### config.mk
export PLATFORM = sky130hd
export DESIGN_NAME = wb_grf
export DESIGN_NICKNAME = d
export VERILOG_FILES = /design/src/rtl/wb_grf.sv
export SDC_FILE = /design/constraint.sdc
export NUM_CORES = 2
export LEC_CHECK = 0
export BUFFER_PORTS_ARGS = -buffer_cell sky130_fd_sc_hd__buf_2
export CAP_MARGIN = 20
export CORE_UTILIZATION = 50
export CTS_CLUSTER_SIZE = 28
export DETAILED_ROUTE_END_ITERATION = 16
export GPL_TIMING_DRIVEN = 1
export PLACE_DENSITY = 0.73
export SLEW_MARGIN = 20
export SYNTH_ARGS = -nofsm -noshare
export SYNTH_HDL_FRONTEND = slang
export SYNTH_SLANG_ARGS = --single-unit
### constraint.sdc
create_clock -name clk -period 6.2 [get_ports clk]
set_input_delay 0.31 -clock clk [delete_from_list [all_inputs] [get_ports clk]]
set_output_delay 0.31 -clock clk [all_outputs]
set_load 0.1 [all_outputs]
### src/rtl/wb_grf.sv
// MIPS writeback stage: decodes the W-stage instruction into a register write
// and holds the 32x32 general register file with optional same-cycle bypass.
module wb_grf #(
    parameter int WB_BYPASS = 1
) (
    input  logic        clk,
    input  logic        reset,
    input  logic [31:0] IR_W,
    input  logic [31:0] PC8_W,
    input  logic [31:0] AO_W,
    input  logic [31:0] DR_W,
    input  logic [31:0] HI_W,
    input  logic [31:0] LO_W,
    input  logic [4:0]  ra1,
    input  logic [4:0]  ra2,
    output logic [31:0] rd1,
    output logic [31:0] rd2,
    output logic [4:0]  wa_W,
    output logic [31:0] wd_W,
    output logic        we_W,
    output logic [31:0] retired
);
    logic [5:0]  op;
    logic [5:0]  funct;
    logic [4:0]  dst;
    logic        has_src;
    logic [31:0] byte_shift;
    logic [31:0] half_shift;
    logic [31:0] regs_reg [32];
    logic [31:0] retired_reg;

    assign op    = IR_W[31:26];
    assign funct = IR_W[5:0];

    // Load lanes: byte offset from AO_W[1:0], halfword from AO_W[1] only.
    assign byte_shift = DR_W >> {AO_W[1:0], 3'b000};
    assign half_shift = AO_W[1] ? {16'h0000, DR_W[31:16]} : {16'h0000, DR_W[15:0]};

    always_comb begin
        dst     = 5'd0;
        has_src = 1'b0;
        wd_W    = 32'h0;
        case (op)
            6'h00: begin
                dst = IR_W[15:11];
                case (funct)
                    6'h21, 6'h23, 6'h2A, 6'h00: begin has_src = 1'b1; wd_W = AO_W;  end
                    6'h10:                      begin has_src = 1'b1; wd_W = HI_W;  end
                    6'h12:                      begin has_src = 1'b1; wd_W = LO_W;  end
                    6'h09:                      begin has_src = 1'b1; wd_W = PC8_W; end
                    default:                    dst = 5'd0;
                endcase
            end
            6'h09, 6'h0A, 6'h0C, 6'h0D, 6'h0F: begin
                dst = IR_W[20:16]; has_src = 1'b1; wd_W = AO_W;
            end
            6'h23: begin dst = IR_W[20:16]; has_src = 1'b1; wd_W = DR_W; end
            6'h20: begin
                dst = IR_W[20:16]; has_src = 1'b1;
                wd_W = {{24{byte_shift[7]}}, byte_shift[7:0]};
            end
            6'h24: begin
                dst = IR_W[20:16]; has_src = 1'b1;
                wd_W = {24'h0, byte_shift[7:0]};
            end
            6'h21: begin
                dst = IR_W[20:16]; has_src = 1'b1;
                wd_W = {{16{half_shift[15]}}, half_shift[15:0]};
            end
            6'h25: begin
                dst = IR_W[20:16]; has_src = 1'b1;
                wd_W = {16'h0, half_shift[15:0]};
            end
            6'h03: begin dst = 5'd31; has_src = 1'b1; wd_W = PC8_W; end
            default: ;
        endcase
    end

    // Writes to $0 are dropped but wd_W keeps the decoded value for observability.
    assign we_W = has_src && (dst != 5'd0);
    assign wa_W = we_W ? dst : 5'd0;

    genvar gi;
    generate
        for (gi = 0; gi < 32; gi++) begin : g_reg
            if (gi == 0) begin : g_zero
                always_ff @(posedge clk) regs_reg[gi] <= 32'h0;
            end else begin : g_entry
                always_ff @(posedge clk) begin
                    if (!reset)
                        regs_reg[gi] <= 32'h0;
                    else if (we_W && wa_W == 5'(gi))
                        regs_reg[gi] <= wd_W;
                end
            end
        end
    endgenerate

    always_ff @(posedge clk) begin
        if (!reset)
            retired_reg <= 32'h0;
        else if (IR_W != 32'h0)
            retired_reg <= retired_reg + 32'd1;
    end

    assign retired = retired_reg;

    assign rd1 = (ra1 == 5'd0) ? 32'h0 :
                 ((WB_BYPASS != 0) && we_W && wa_W == ra1) ? wd_W : regs_reg[ra1];
    assign rd2 = (ra2 == 5'd0) ? 32'h0 :
                 ((WB_BYPASS != 0) && we_W && wa_W == ra2) ? wd_W : regs_reg[ra2];
endmodule

* Yosys cells after proc, flatten, opt, wreduce, memory -nomap -nowiden *
Memories as Yosys holds them, arrays and structs flattened.
Index checks and enable logic that the tools add are counted.

storage, ports and cells
  register bits = 32
  memory bits (writable) = 1024
  memories = 1
  word-level logic and storage cells = 267
  output and inout port bits = 134

operators by class
  reduce and logical (&&, ||, !) cells = 45
  equal/unequal tests = 50
  muxes and demuxes = 137
  $add $sub $neg = 1
  bitwise logic cells = 31
  shifts and indexed selects = 1

memories
  name      depth  width  read ports  clocked after memory_dff  write ports  RTL line  source
  regs_reg  32     32     2           0                         32           29        logic [31:0] regs_reg [32];

operators by type and width
  kind                     count
  $mux W32                 35
  $pmux W32 S8             1
  $pmux W32 S4             1
  $mux W1                  95
  $eq A5 B5 Y1 const B     16
  $eq A6 B6 Y1 const B     8
  $eq A5 B4 Y1 const B     8
  $eq A6 B4 Y1 const B     6
  $logic_and A1 B1 Y1      34
  $add A32 B1 Y32 const B  1
  $reduce_bool A32 Y1      1
  $shr A32 B5 Y8           1
  $or A1 B1 Y1             31
  $eq A5 B3 Y1 const B     4
  $mux W16                 1
  $pmux W5 S3              1
  $eq A6 B5 Y1 const B     2
  $logic_not A6 Y1         2
  $reduce_or A11 Y1        1
  $eq A5 B2 Y1 const B     2
  $eq A5 B5 Y1             2
  $logic_not A5 Y1         2
  $mux W5                  2
  $reduce_or A10 Y1        1
  other kinds (7)          7

* Logic depth before layout (Yosys ltp) *
  word-level depth = 13
  gate-level depth with buffers = 12
  gate-level depth less buffers = 8

* Worst setup path after synthesis *
No wires, ideal clock.

  path type = input-to-reg
  start = input IR_W[28]
  end = memory regs_reg[17][0] (enable)
  data required time = 5.734 ns
  library setup time = 0.466 ns
  setup slack = 0.449 ns
  arrival time = 5.285 ns
  stages = 8
  cells stage by stage = buf_2 -> o21ba_1 -> o311a_1 -> o211ai_1 -> nand3_1 -> a21oi_1 -> nand2_1 -> o21ai_0

RTL lines
  item                RTL line  source
  start: declaration  8         input logic [31:0] IR_W,
  end: declaration    29

* Worst setup path in the final report *
  start = input IR_W[0]
  end = output rd2[30]

on the way
  word-level cells in the longest chain between the ends = 11
  elaborated cells on any way between the ends = 22
  those cells by class = eq/ne: 7; mux: 9; reduce/logical: 6

RTL lines
  item                                        RTL line  source
  $eq A6 B4 Y1, or another cell as far along  46        case (funct)
  $reduce_or A7 Y1 (no source line)           -
  $mux W5                                     46
  $pmux W5 S3                                 43        case (op)
  $reduce_bool A5 Y1                          80        assign we_W = has_src && (dst != 5'd0);
  $logic_and A1 B1 Y1                         80
  $mux W5                                     81        assign wa_W = we_W ? dst : 5'd0;
  $eq A5 B5 Y1                                111       ((WB_BYPASS != 0) && we_W && wa_W == ra2) ? wd_W : regs_reg[ra2];
  $logic_and A1 B1 Y1                         111
  $mux W32 (*)                                111
  $mux W32 (*)                                110       assign rd2 = (ra2 == 5'd0) ? 32'h0 :
  end: declaration                            17        output logic [31:0] rd2,

Every way passes the cells marked *; elsewhere a longest branch is shown, timed or not.

==> summary.txt <==
Post-synthesis adder-cell area fraction -> 0.0228%
Ys flop type -> edfxtp_1
Synth Area in Compound Gates -> 3.59%
Worst min path class -> in -> reg
Via count -> 39402
Async set or reset register ratio after synthesis -> 0%
Via-to-Cell Ratio -> 7.04
Gpl congestion -> 0.980
Slew headroom -> 19.9%
Die ar. -> 111000 µm²
Req. time, crit path -> 5.89 ns
Pleak -> 20.9 nW
Most frequent cells in the layout -> 1048 x nor2_1, 992 x edfxtp_1, 577 x mux4_2
Finish-stage setup viols -> 0
Post-synthesis mux area share -> 27.9%
Hold_sp -> AO_W[15]
Antenna-violating nets left -> 0
Initial Util -> 50.5%
Crit path DAT -> 4.50 ns
R2r endpoint -> retired[30]$_SDFFE_PN0P_
Largest net degree at the start of global routing -> 122
Most common cell after layout, fill and taps aside -> nor2_1
Longest Clk Path Bufs -> 3
Slowest CP cell -> a2111o_2
Total CTS buffers -> 105
Flops & latches, synth -> 1024
Fillcell total -> 8405
Post-CTS Setup Inserts -> 0
Hold path depth -> 3
Combinational family with the most area after synthesis -> multiplexers
Antenna violations before repair -> 2
Placed Cells -> 5400
Final period util -> 77.6%
Die width -> 334 µm
Post-synthesis sequential area ratio -> 55.3%
R2R Setup Slk -> 3.98 ns
Fin nets -> 4302
Vias in the first global route -> 38681
DRC -> 0
Area Overhead vs Synth -> 13.5%
Initial DRT Pass Iterations -> 6
Top cell by count, worst path -> buf_2
GRT Total Usage -> 34.4%
I/O Buffers -> 337
Startpoint class of the critical path -> primary input
Post-Layout Cell Count -> 5599
CTS root buffer -> clkbuf_16
Post-CTS Resized -> 0
Final Util -> 57.3%
CP peak stage delay -> 0.67 ns
CP Cell Sequence -> buf_2, or3b_1, a31o_1, a21oi_4, a22oi_1, o211ai_1, a2111o_2, buf_4, mux2i_1, buf_2
Clk_lat worst skew -> 0.69 ns
Reg2reg path depth -> 7
Reg clk slew, reported paths -> 0.06 ns
Finished Cell Area -> 62400 µm²
Mapped Area -> 55000 µm²
Crit path max fanout -> 18
Placed instance area -> 59100 µm²
Kind of critical path -> in -> out
CTS Hold Bufs -> 0
EDFF count, synth -> 992
Slew Viols, Final -> 0
Endpoint class of the critical path -> output port
WHS Endpoint -> regs_reg[16][15]$_SDFFCE_PN0P_
Yosys warns -> 0
CORE AREA -> 109000 µm²
Status -> finished clean
Area share of and/or/nand/nor cells after synthesis -> 9.50%
Cell Rows -> 121
Synth Area per Inst -> 14.0 µm²
XOR/XNOR share of the synthesized area -> 0.414%
Max FFs per register -> 992
H-tree depth -> 3
Peak supply drop -> 260 µV
Synthesized instance count -> 3920
CTS tree -> built
Final worst clock skew -> 0.00370 ns
Slew @ Worst Pin -> 1.20 ns
Routed wire per std cell -> 34.3 µm
Final Hold Viols -> 0
Vert. Die Dim -> 334 µm
Remaining global-route overflow -> 0
Dpl hpwl -> 114 mm
# IOs -> 338
Syn_nets -> 4125
Clock sinks -> 1024
Area of the multi-input gates -> 23700 µm²
Max cap viols -> 0
Crit path time final -> 4.81 ns
DRT iter0 DRCs -> 6600
Reg2reg start -> retired[14]$_SDFFE_PN0P_
Distinct cells, synth -> 70
TNS Setup -> 0 ns
Pwr per Cell Area -> 274 nW/µm²
Share of layout cells above drive strength 1 -> 31.3%
First-pass GRT wire length -> 272 mm
Hold WS -> 0.103 ns
DRT Wirelength -> 192 mm
RSZ-0062 raised after global routing -> no
Reg area -> 30400 µm²
F_max -> 0.208 GHz
==> cell usage after synthesis, types with 4 or more instances <==
cell type | n | area [µm²]
buf_2 | 31 | 155
o211ai_1 | 14 | 105
or4_1 | 5 | 37.5
dfxtp_1 | 32 | 641
xor2_1 | 12 | 105
a221oi_2 | 11 | 165
inv_1 | 49 | 184
nor4_1 | 12 | 75.1
mux4_2 | 577 | 13000
a221o_1 | 24 | 240
o21ai_0 | 132 | 661
a221oi_1 | 23 | 201
or3_1 | 10 | 62.6
mux2i_1 | 233 | 2330
a211oi_1 | 5 | 37.5
nor2_1 | 1050 | 3940
a21oi_1 | 28 | 140
buf_4 | 4 | 30.0
nor3_1 | 14 | 70.1
clkbuf_1 | 308 | 1160
nand3_1 | 29 | 145
buf_1 | 59 | 221
nand2_1 | 157 | 589
inv_2 | 4 | 15.0
and3_1 | 9 | 56.3
xnor2_1 | 14 | 123
and4_1 | 4 | 35.0
nand4_1 | 10 | 62.6
a2111o_1 | 4 | 45.0
edfxtp_1 | 992 | 29800
==> logic make-up after synthesis <==
| family | after synthesis |
|---|---|
| compound gates | 281 |
| xor+xnor | 26 |
| mux | 810 |
| buf+inv | 460 |
| fa+ha+maj | 1 |
| simple gates | 1318 |
| flops | 1024 |
==> through the flow <==
step / power (mW) / worst slack, ns
4_1_cts: 17.0 / 1.49
6_report: 17.1 / 1.39
2_1_floorplan: 10.2 / 0.449
5_1_grt: 17.4 / 1.29
3_5_place_dp: 11.1 / 1.50
3_3_place_gp: 11.0 / 1.61
==> cell type report <==
type / instances / share of cell area, %
well taps: 1414 / 2.83
inverters: 55 / 0.339
multi-input cells: 2436 / 38.0
diodes: 2 / 0.00802
repair buffers: 475 / 4.92
flip-flops and latches: 1024 / 48.7
clock inverters: 64 / 0.767
clock buffers: 129 / 4.39
==> critical path: cells and delay by family <==
family                 cells  cell delay (ns)
AO/OA/AOI/OAI              5             2.30
multiplexers               1             0.28
buffers and inverters      3             1.17
AND/OR/NAND/NOR            1             0.41
==> where the power goes <==
part / internal (mW) / switching, mW
clock network: 3.34 / 2.72
registers: 7.93 / 0.184
logic: 0.994 / 1.91
==> metal layers <==
| metal | GRT usage (%) | wire (µm) | vias to the layer above |
|---|---|---|---|
| li1 | - | - | 15425 |
| met4 | 18.6 | 11900 | 2 |
| met1 | 45.0 | 65200 | 19820 |
| met3 | 9.44 | 27100 | 644 |
| met5 | 0 | 7 | - |
| met2 | 52.6 | 87900 | 3511 |
==> worst max path at each step <==
stage | start | to
floorplan | IR_W[28] | regs_reg[17][0]$_SDFFCE_PN0P_
CTS | IR_W[0] | rd2[30]
finish | IR_W[0] | rd2[30]
global route | IR_W[0] | rd2[12]
detailed placement | IR_W[0] | rd2[30]
global placement | IR_W[0] | rd2[19]
Power figures use the tool's default switching activity.
